**config.mk**
```make
export PLATFORM = sky130hd
export DESIGN_NAME = classic_to_axis_video
export DESIGN_NICKNAME = d
export VERILOG_FILES = /design/src/rtl/video_stream_pkg.sv /design/src/rtl/axis_skid_buffer.sv /design/src/rtl/classic_to_axis_video.sv
export SDC_FILE = /design/constraint.sdc
export NUM_CORES = 1
export LEC_CHECK = 0
export ABC_AREA = 1
export BUFFER_PORTS_ARGS = -buffer_cell sky130_fd_sc_hd__buf_2
export CELL_PAD_IN_SITES_DETAIL_PLACEMENT = 0
export CELL_PAD_IN_SITES_GLOBAL_PLACEMENT = 2
export CORE_MARGIN = 1
export CORE_UTILIZATION = 35
export DETAILED_ROUTE_END_ITERATION = 10
export PLACE_DENSITY = 0.89
export SLEW_MARGIN = 10
export SYNTH_ARGS = -nofsm -noshare
export SYNTH_HDL_FRONTEND = slang
export SYNTH_SLANG_ARGS = --single-unit
```
**constraint.sdc**
```tcl
create_clock -name clk -period 6.25 [get_ports clk]
set_input_delay 0.3125 -clock clk [delete_from_list [all_inputs] [get_ports clk]]
set_output_delay 0.3125 -clock clk [all_outputs]
set_load 0.01 [all_outputs]
```
**src/rtl/video_stream_pkg.sv**
```systemverilog
// Shared types and constants for the classic-to-AXIS video framer.
// Holds the FSM state encoding, default geometry widths and the layout of
// one skid-buffer entry {tdata, tuser, tlast}.
package video_stream_pkg;

    // Default pixel and geometry widths used by the top-level parameters.
    localparam int DEF_WIDTH    = 32;
    localparam int DEF_COL_BITS = 12;
    localparam int DEF_ROW_BITS = 12;

    // Number of sideband bits carried next to each pixel (tuser, tlast).
    localparam int META_BITS = 2;

    // Framer control states.
    typedef enum logic {
        S_IDLE = 1'b0,
        S_RUN  = 1'b1
    } state_t;

    // One buffered beat at the default pixel width. The top packs entries
    // in the same order, {tdata, tuser, tlast}, at its configured width.
    typedef struct packed {
        logic [DEF_WIDTH-1:0] tdata;
        logic                 tuser;
        logic                 tlast;
    } skid_entry_t;

    // Width of a packed skid entry for a given pixel width.
    function automatic int entry_width(input int data_w);
        return data_w + META_BITS;
    endfunction

endpackage

```
**src/rtl/axis_skid_buffer.sv**
```systemverilog
// Two-entry output stage: an output register plus one skid register.
//
// Handshake: an input beat moves when in_valid && in_ready at a rising edge;
// an output beat moves when out_valid && out_ready at a rising edge. in_ready
// is registered and is only high when the skid register will be empty, so an
// accepted beat always has a free slot even if the output stalls that cycle.
// out_data holds stable while out_valid && !out_ready, and out_valid only
// falls after a completed output beat (or on reset / clear).
module axis_skid_buffer #(
    parameter int PAYLOAD_W = 34
) (
    input  logic                 clk,
    input  logic                 reset_n,
    input  logic                 clear,
    input  logic                 allow,
    input  logic                 in_valid,
    input  logic [PAYLOAD_W-1:0] in_data,
    output logic                 in_ready,
    output logic                 out_valid,
    output logic [PAYLOAD_W-1:0] out_data,
    input  logic                 out_ready
);

    logic                 skid_valid;
    logic [PAYLOAD_W-1:0] skid_data;

    logic                 in_fire;
    logic                 out_fire;
    logic                 out_valid_n;
    logic [PAYLOAD_W-1:0] out_data_n;
    logic                 skid_valid_n;
    logic [PAYLOAD_W-1:0] skid_data_n;

    assign in_fire  = in_valid && in_ready;
    assign out_fire = out_valid && out_ready;

    // Next-state of both slots: refill the output register from skid first,
    // then from the input; park the input in skid only when output is stalled.
    always_comb begin
        out_valid_n  = out_valid;
        out_data_n   = out_data;
        skid_valid_n = skid_valid;
        skid_data_n  = skid_data;
        if (out_fire || !out_valid) begin
            if (skid_valid) begin
                out_valid_n  = 1'b1;
                out_data_n   = skid_data;
                skid_valid_n = 1'b0;
            end else if (in_fire) begin
                out_valid_n = 1'b1;
                out_data_n  = in_data;
            end else begin
                out_valid_n = 1'b0;
            end
        end else if (in_fire) begin
            skid_valid_n = 1'b1;
            skid_data_n  = in_data;
        end
    end

    // Slot registers and the registered ready; clear drops everything held.
    always_ff @(posedge clk or negedge reset_n) begin
        if (!reset_n) begin
            out_valid  <= 1'b0;
            out_data   <= '0;
            skid_valid <= 1'b0;
            skid_data  <= '0;
            in_ready   <= 1'b0;
        end else if (clear) begin
            out_valid  <= 1'b0;
            out_data   <= '0;
            skid_valid <= 1'b0;
            skid_data  <= '0;
            in_ready   <= 1'b0;
        end else begin
            out_valid  <= out_valid_n;
            out_data   <= out_data_n;
            skid_valid <= skid_valid_n;
            skid_data  <= skid_data_n;
            in_ready   <= allow && !skid_valid_n;
        end
    end

endmodule

```
**src/rtl/classic_to_axis_video.sv**
```systemverilog
// Classic src_rdy/dst_rdy pixel stream to AXI4-Stream video.
// Counts columns and rows against a geometry latched while idle, tags each
// accepted pixel with tuser (first pixel of frame) and tlast (last pixel of
// line) and sends it out through a registered two-entry skid buffer.
//
// Optional feature macro: VIDEO_FRAMER_STATS_EN adds frame_count and
// line_count outputs. With it undefined neither port nor its logic exists.
//
// Input beat: src_rdy_i && dst_rdy_o at a rising edge.
// Output beat: m_tvalid && m_tready at a rising edge.
module classic_to_axis_video
    import video_stream_pkg::*;
#(
    parameter int WIDTH    = DEF_WIDTH,
    parameter int COL_BITS = DEF_COL_BITS,
    parameter int ROW_BITS = DEF_ROW_BITS
) (
    input  logic                clk,
    input  logic                reset_n,
    input  logic                clear,
    input  logic [WIDTH-1:0]    datain,
    input  logic                src_rdy_i,
    output logic                dst_rdy_o,
    output logic [WIDTH-1:0]    m_tdata,
    output logic                m_tvalid,
    input  logic                m_tready,
    output logic                m_tuser,
    output logic                m_tlast,
    input  logic [COL_BITS-1:0] cfg_cols,
    input  logic [ROW_BITS-1:0] cfg_rows,
    output logic                frame_done,
    output logic                busy,
    output logic                dbg_state
`ifdef VIDEO_FRAMER_STATS_EN
    ,
    output logic [15:0]         frame_count,
    output logic [ROW_BITS-1:0] line_count
`endif
);

    localparam int PAYLOAD_W = entry_width(WIDTH);

    state_t              state;
    logic [COL_BITS-1:0] cols_q;
    logic [ROW_BITS-1:0] rows_q;
    logic [COL_BITS-1:0] col_q;
    logic [ROW_BITS-1:0] row_q;

    logic                in_fire;
    logic                sof;
    logic                eol;
    logic                last_row;
    logic                frame_end;
    logic                geom_ok;
    logic                run_next;
    logic [PAYLOAD_W-1:0] in_entry;
    logic [PAYLOAD_W-1:0] out_entry;

    assign in_fire = src_rdy_i && dst_rdy_o;

    // Position tags; the minus-one compares stay at counter width so an
    // all-ones geometry is handled without widening.
    assign sof      = (row_q == '0) && (col_q == '0);
    assign eol      = (col_q == (cols_q - COL_BITS'(1)));
    assign last_row = (row_q == (rows_q - ROW_BITS'(1)));
    assign frame_end = in_fire && (state == S_RUN) && eol && last_row;

    // Start a frame only when both the value being latched and the value
    // already held are nonzero; this keeps a one-cycle frame gap while never
    // starting with a zero geometry.
    assign geom_ok = (cfg_cols != '0) && (cfg_rows != '0) &&
                     (cols_q != '0) && (rows_q != '0);

    // Whether the FSM will be in S_RUN next cycle; feeds the registered ready.
    always_comb begin
        run_next = 1'b0;
        if (!clear) begin
            case (state)
                S_IDLE:  run_next = geom_ok;
                S_RUN:   run_next = !frame_end;
                default: run_next = 1'b0;
            endcase
        end
    end

    // Framer FSM with column/row counters and registered status outputs.
    always_ff @(posedge clk or negedge reset_n) begin
        if (!reset_n) begin
            state      <= S_IDLE;
            cols_q     <= '0;
            rows_q     <= '0;
            col_q      <= '0;
            row_q      <= '0;
            frame_done <= 1'b0;
            busy       <= 1'b0;
        end else if (clear) begin
            state      <= S_IDLE;
            cols_q     <= '0;
            rows_q     <= '0;
            col_q      <= '0;
            row_q      <= '0;
            frame_done <= 1'b0;
            busy       <= 1'b0;
        end else begin
            frame_done <= frame_end;
            busy       <= run_next;
            case (state)
                S_IDLE: begin
                    cols_q <= cfg_cols;
                    rows_q <= cfg_rows;
                    col_q  <= '0;
                    row_q  <= '0;
                    if (geom_ok) begin
                        state <= S_RUN;
                    end
                end
                S_RUN: begin
                    if (in_fire) begin
                        if (eol) begin
                            col_q <= '0;
                            if (last_row) begin
                                row_q <= '0;
                                state <= S_IDLE;
                            end else begin
                                row_q <= row_q + ROW_BITS'(1);
                            end
                        end else begin
                            col_q <= col_q + COL_BITS'(1);
                        end
                    end
                end
                default: begin
                    state <= S_IDLE;
                end
            endcase
        end
    end

    assign dbg_state = (state == S_RUN);

    // Entry layout matches skid_entry_t: {tdata, tuser, tlast}.
    assign in_entry = {datain, sof, eol};

    axis_skid_buffer #(
        .PAYLOAD_W (PAYLOAD_W)
    ) u_skid (
        .clk       (clk),
        .reset_n   (reset_n),
        .clear     (clear),
        .allow     (run_next),
        .in_valid  (src_rdy_i),
        .in_data   (in_entry),
        .in_ready  (dst_rdy_o),
        .out_valid (m_tvalid),
        .out_data  (out_entry),
        .out_ready (m_tready)
    );

    assign m_tdata = out_entry[PAYLOAD_W-1:META_BITS];
    assign m_tuser = out_entry[1];
    assign m_tlast = out_entry[0];

`ifdef VIDEO_FRAMER_STATS_EN
    // Completed-frame counter; wraps naturally at 16 bits.
    always_ff @(posedge clk or negedge reset_n) begin
        if (!reset_n) begin
            frame_count <= '0;
        end else if (clear) begin
            frame_count <= '0;
        end else if (frame_end) begin
            frame_count <= frame_count + 16'd1;
        end
    end

    assign line_count = row_q;
`endif

endmodule
```
Yosys cells after proc, flatten, opt, wreduce, memory -nomap -nowiden --
Cells that the tools add are included.
Word-level totals: register bits 122, latch bits 0, RAM bits 0, memory bits (read-only) 0, input bits 61, output and inout bits 39, memories kept 0
Cells by class: $add $sub $neg 4, $mul 0, divide/modulo/power cells 0, $lt $le $gt $ge 0, eq/ne operators 6, shift operators 0, muxes and demuxes 37, bitwise operators 1, reduce and logical (&&, ||, !) cells 26
Operators with widths (number):
- $mux W34 | 6
- $mux W12 | 11
- $pmux W12 S2 | 2
- $reduce_bool A12 Y1 | 4
- $add A12 B1 Y12 const B | 2
- $eq A12 B12 Y1 | 2
- $logic_not A12 Y1 | 2
- $sub A12 B1 Y12 const B | 2
- $mux W1 | 16
- $logic_and A1 B1 Y1 | 10
- $ne A3 B2 Y1 const B | 2
- $reduce_and A2 Y1 | 3
- $ne A2 B2 Y1 const B | 2
- $pmux W1 S2 | 2
- $reduce_bool A2 Y1 | 2
- $logic_not A1 Y1 | 3
- $reduce_bool A3 Y1 | 1
- $logic_or A1 B1 Y1 | 1
- $not A1 Y1 | 1

Longest topological paths before layout --
word-level depth 9, mapped depth 16, depth with buffers taken out 16

Modules after synthesis --
From an unflattened synthesis, not the netlist that was laid out.
Second synthesis, totals: cells, all modules 906, area total of the unflattened synthesis 6706.4 um2
Modules (own cells, without submodules):
- classic_to_axis_video | instances 1, cells an instance 488, area an instance 3438.3 um2
- axis_skid_buffer | instances 1, cells an instance 418, area an instance 3268.1 um2

Worst setup path before layout --
Ideal clock, no wire load.
path type register to register, start point reg cols_q[0], end point reg col_q[9], arrival 1826 ps, slack 4285 ps, cell stages (with the launch flop) 14, clock period less this slack 1965 ps, path through dfrtp_1 -> inv_1 -> ha_1 -> nand2_1 -> nand2_1 -> nor2_1 -> nand2_1 -> nor2_1 -> nand3_1 -> nor2_1 -> nand3_4 -> o21bai_4 -> buf_6 -> nor3_1
On the way: word-level cells in the longest chain between the ends 6
RTL lines:
- start: declaration | RTL line classic_to_axis_video.sv:44 | logic [COL_BITS-1:0] cols_q;
- start signal: assignment | RTL line classic_to_axis_video.sv:109 | cols_q <= cfg_cols;
- $sub A12 B1 Y12 | RTL line classic_to_axis_video.sv:64 | assign eol = (col_q == (cols_q - COL_BITS'(1)));
- $eq A12 B12 Y1 | RTL line classic_to_axis_video.sv:64
- $mux W12 | RTL line classic_to_axis_video.sv:119 | if (eol) begin
- $mux W12 | RTL line classic_to_axis_video.sv:118 | if (in_fire) begin
- $pmux W12 S2 | RTL line classic_to_axis_video.sv:107 | case (state)
- $mux W12 | RTL line classic_to_axis_video.sv:96 | end else if (clear) begin
- end signal: assignment | RTL line classic_to_axis_video.sv:128 | col_q <= col_q + COL_BITS'(1);
- end: declaration | RTL line classic_to_axis_video.sv:46 | logic [COL_BITS-1:0] col_q;
Every way passes these cells. The select of a mux whose other input is x is not followed. A chain may end at the register's enable or synchronous reset.

Worst setup path in the final report --
start point reg state (netlist: dbg_state), end point reg row_q[9]
On the way: word-level cells in the longest chain between the ends 3, elaborated cells between the ends (all ways) 6, classes of those cells eq/ne: 2; mux: 2; bitwise: 1; reduce/logical: 1
RTL lines:
- start: declaration | RTL line classic_to_axis_video.sv:43 | state_t state;
- start signal: assignment | RTL line classic_to_axis_video.sv:89 | state <= S_IDLE;
- start signal: assignment | RTL line classic_to_axis_video.sv:97 | state <= S_IDLE;
- start signal: assignment | RTL line classic_to_axis_video.sv:114 | state <= S_RUN;
- $not A1 Y1
- $pmux W12 S2 | RTL line classic_to_axis_video.sv:107
- $mux W12 | RTL line classic_to_axis_video.sv:96
- end signal: assignment | RTL line classic_to_axis_video.sv:125 | row_q <= row_q + ROW_BITS'(1);
- end: declaration | RTL line classic_to_axis_video.sv:47 | logic [ROW_BITS-1:0] row_q;
Several ways; a longest one is shown, not always the timed one.

==> impl_metrics.json <==
{
  "status": "complete, no violations",
  "synth_edf_count": 0,
  "clk_pin_slew_worst_paths_ns": 0.06,
  "start_kind": "flop",
  "wl_per_cell_um": 14.7,
  "ys_seq_area_frac": 0.459,
  "nets": 1054,
  "ff_latch_area_um2": 3050,
  "finalWirelength_mm": 18.2,
  "die-area_um2": 19600,
  "synth_area_um2": 6650,
  "min_period_ns": 3.40,
  "drv_cap": 0,
  "final_common_cell": "nand2_1",
  "ys_ff_latch": 122,
  "grt_antenna_before_repair": 1,
  "grt_use_total": 0.194,
  "synth_top_area_share": 0.459,
  "final_antenna_net_count": 0,
  "num_rows": 50,
  "pwr_density_cell_nw_per_um2": 352,
  "critPathArrivalTime_ns": 3.68,
  "cp-startpoint": "dbg_state$_DFF_PN0_",
  "cts.sinks": 122,
  "synthTopCellsByArea": "dfrtp_1 (46%), nand2_1 (12%), o21ai_0 (9.0%)",
  "ys_types": 34,
  "dp.cells": 1201,
  "cp-end-kind": "flop",
  "yosys.area.top_type": "dfrtp_1",
  "fin_cells": 1235,
  "irDropWorstVdd_mv": 0.191,
  "routed-via-count": 6023,
  "setup_viol": 0,
  "cp.required_ns": 6.53,
  "critPathMaxStageDelay_ns": 0.94,
  "overflow": 0,
  "cts_setup_buffers": 0,
  "worstSkewPairLatency_ns": 0.42,
  "synth-async-reset-ratio": 1.00,
  "dr.pass1.iters": 5,
  "cts-resized-gates": 0,
  "drt_iter0_drc": 398,
  "multi_input_area_um2": 2990,
  "final_cell_mix": "nand2_1 (212), inv_1 (126), dfrtp_1 (122)",
  "grt_pass1_vias": 5665,
  "syn_nets": 962,
  "hold_violations": 0,
  "fillers": 1937,
  "crit_chain": "clkinv_1, nor2_1, inv_1, o21bai_4, nand2_1, o21ai_2",
  "die_y_um": 140,
  "hold_depth": 3,
  "relSlewSlack": 0.324,
  "io_pins": 100,
  "clock.fmax_mhz": 294,
  "drc": 0,
  "cp_max_fo": 26,
  "port_buffers": 99,
  "clock_skew_ns": 0.0111,
  "crit_type": "reg -> reg",
  "p_leak_nw": 3.95,
  "grt_first_pass_wirelength_mm": 29.5,
  "syn_inst": 895,
  "min_from": "datain[9]",
  "r2r_cells": 6,
  "gp_congestion": 0.841,
  "cts_tree": "done",
  "htreeDepth": 4,
  "area_delta_synth_final_pct": 20.1,
  "yosys_warnings": 0,
  "viasPerCell": 4.88,
  "start_util": 0.357,
  "drive_gt1_frac": 0.154,
  "critPathSlowestCell": "nor2_1",
  "core_area_um2": 18600,
  "slew_violations": 0,
  "dpl.hpwl_mm": 13.1,
  "worst_slew_pin_slew_ns": 1.01,
  "rsz0062_at_grt": "false",
  "die_w_um": 140,
  "root_buffer": "clkbuf_16",
  "cts_buffers": 17,
  "r2r-start": "dbg_state$_DFF_PN0_",
  "ys.flop_type": "dfrtp_1",
  "finalSetupTns_ns": 0,
  "avgSynthCellArea_um2": 7.43,
  "clockBufferDepth": 2,
  "finalCritPeriodShare": 0.543,
  "grt_max_degree": 80,
  "hold_path_class": "in -> reg"
}
==> layout make-up <==
type	instances	share of cell area
flip-flops and latches	122	0.382
multi-input cells	612	0.375
repair buffers	105	0.0683
inverters	129	0.0606
clock buffers	17	0.0533
well taps	234	0.0367
clock inverters	15	0.0235
diodes	1	0.000313
==> stage by stage <==
stage / hold slack [ns] / utilization / power (W) / worst slack, ns / cell area (um^2)
floorplan: 0.0169 / - / 0.00154 / 4.29 / 6650
global placement: 0.355 / 0.395 / 0.00181 / 3.01 / 7360
detailed placement: 0.361 / 0.395 / 0.00181 / 2.90 / 7360
CTS: 0.117 / 0.428 / 0.00284 / 2.89 / 7980
global route: 0.129 / 0.428 / 0.00299 / 2.54 / 7990
finish: 0.137 / 0.428 / 0.00281 / 2.85 / 7990
==> flip-flops by register name, indices dropped and copies added, names as in the netlist <==
signal and cells:
cols_q 12, u_skid.skid_data 34, u_skid.out_data 34, row_q 12, u_skid.out_valid 1, dbg_state 1, busy 1, u_skid.skid_valid 1
rows_q 12, col_q 12, u_skid.in_ready 1, frame_done 1
==> where the power goes <==
part / total [W] / leakage (nW) / switching (W) / internal, W
Combinational: 0.000841 / 2.00 / 0.000576 / 0.000266
Sequential: 0.000948 / 1.66 / 0.0000679 / 0.000880
Clock: 0.00102 / 0.291 / 0.000387 / 0.000634
Total: 0.00281 / 3.95 / 0.00103 / 0.00178
==> cells by family after synthesis <==
family                     share of synthesized area
adders and majority gates                     0.0113
xor gates and xnor gates                      0.0277
AOI/OAI and AO/OA                              0.123
DFF                                            0.459
buffers and inverters                         0.0920
and+or+nand+nor                                0.287
==> synth_stat cells, types with 2 or more instances <==
cell and count:
nand2_1 212, inv_1 126, dfrtp_1 122, o21ai_0 119, nand3_1 96, nor2_1 65
clkbuf_1 29, a21oi_1 16, nand4_1 16, o22ai_1 13, xor2_1 13, nor4_1 10
nor3_1 9, xnor2_1 8, ha_1 6, nand3b_1 5, nor2_2 4, o21ai_1 3
buf_1 2, clkinv_1 2, nand2_2 2, nand2_4 2, nand3_2 2, nor2_4 2
nor3b_1 2
==> critical path: cells and delay by family (launching register included) <==
family,cells,cell delay (ns)
buffers and inverters,2,1.23
and+or+nand+nor,2,1.08
AOI/OAI and AO/OA,2,0.52
DFF,1,0.42
==> path summary, 6_finish.rpt <==
path                                                    end  slack, ns
max                                    row_q[9]$_DFFE_PN0P_       2.85
min                        u_skid.skid_data[11]$_DFFE_PN0P_       0.14
max reg2reg                            row_q[9]$_DFFE_PN0P_       2.85
min reg2reg                 u_skid.out_data[31]$_DFFE_PN0P_       0.48
max in group asynchronous             row_q[10]$_DFFE_PN0P_       4.36
min in group asynchronous   u_skid.out_data[31]$_DFFE_PN0P_       0.45
==> metal layers <==
| layer | wire length (um) | track usage |
|---|---|---|
| met5 | 0 | 0 |
| met4 | 174 | 0.0555 |
| met3 | 692 | 0.0406 |
| met2 | 8250 | 0.304 |
| met1 | 9060 | 0.270 |
==> repair_timing <==
action	in CTS	in global routing
hold endpoints to repair	43	0
endpoints found under the setup margin	0	0
hold buffers	1	0
(Power assumes the default switching activity.)
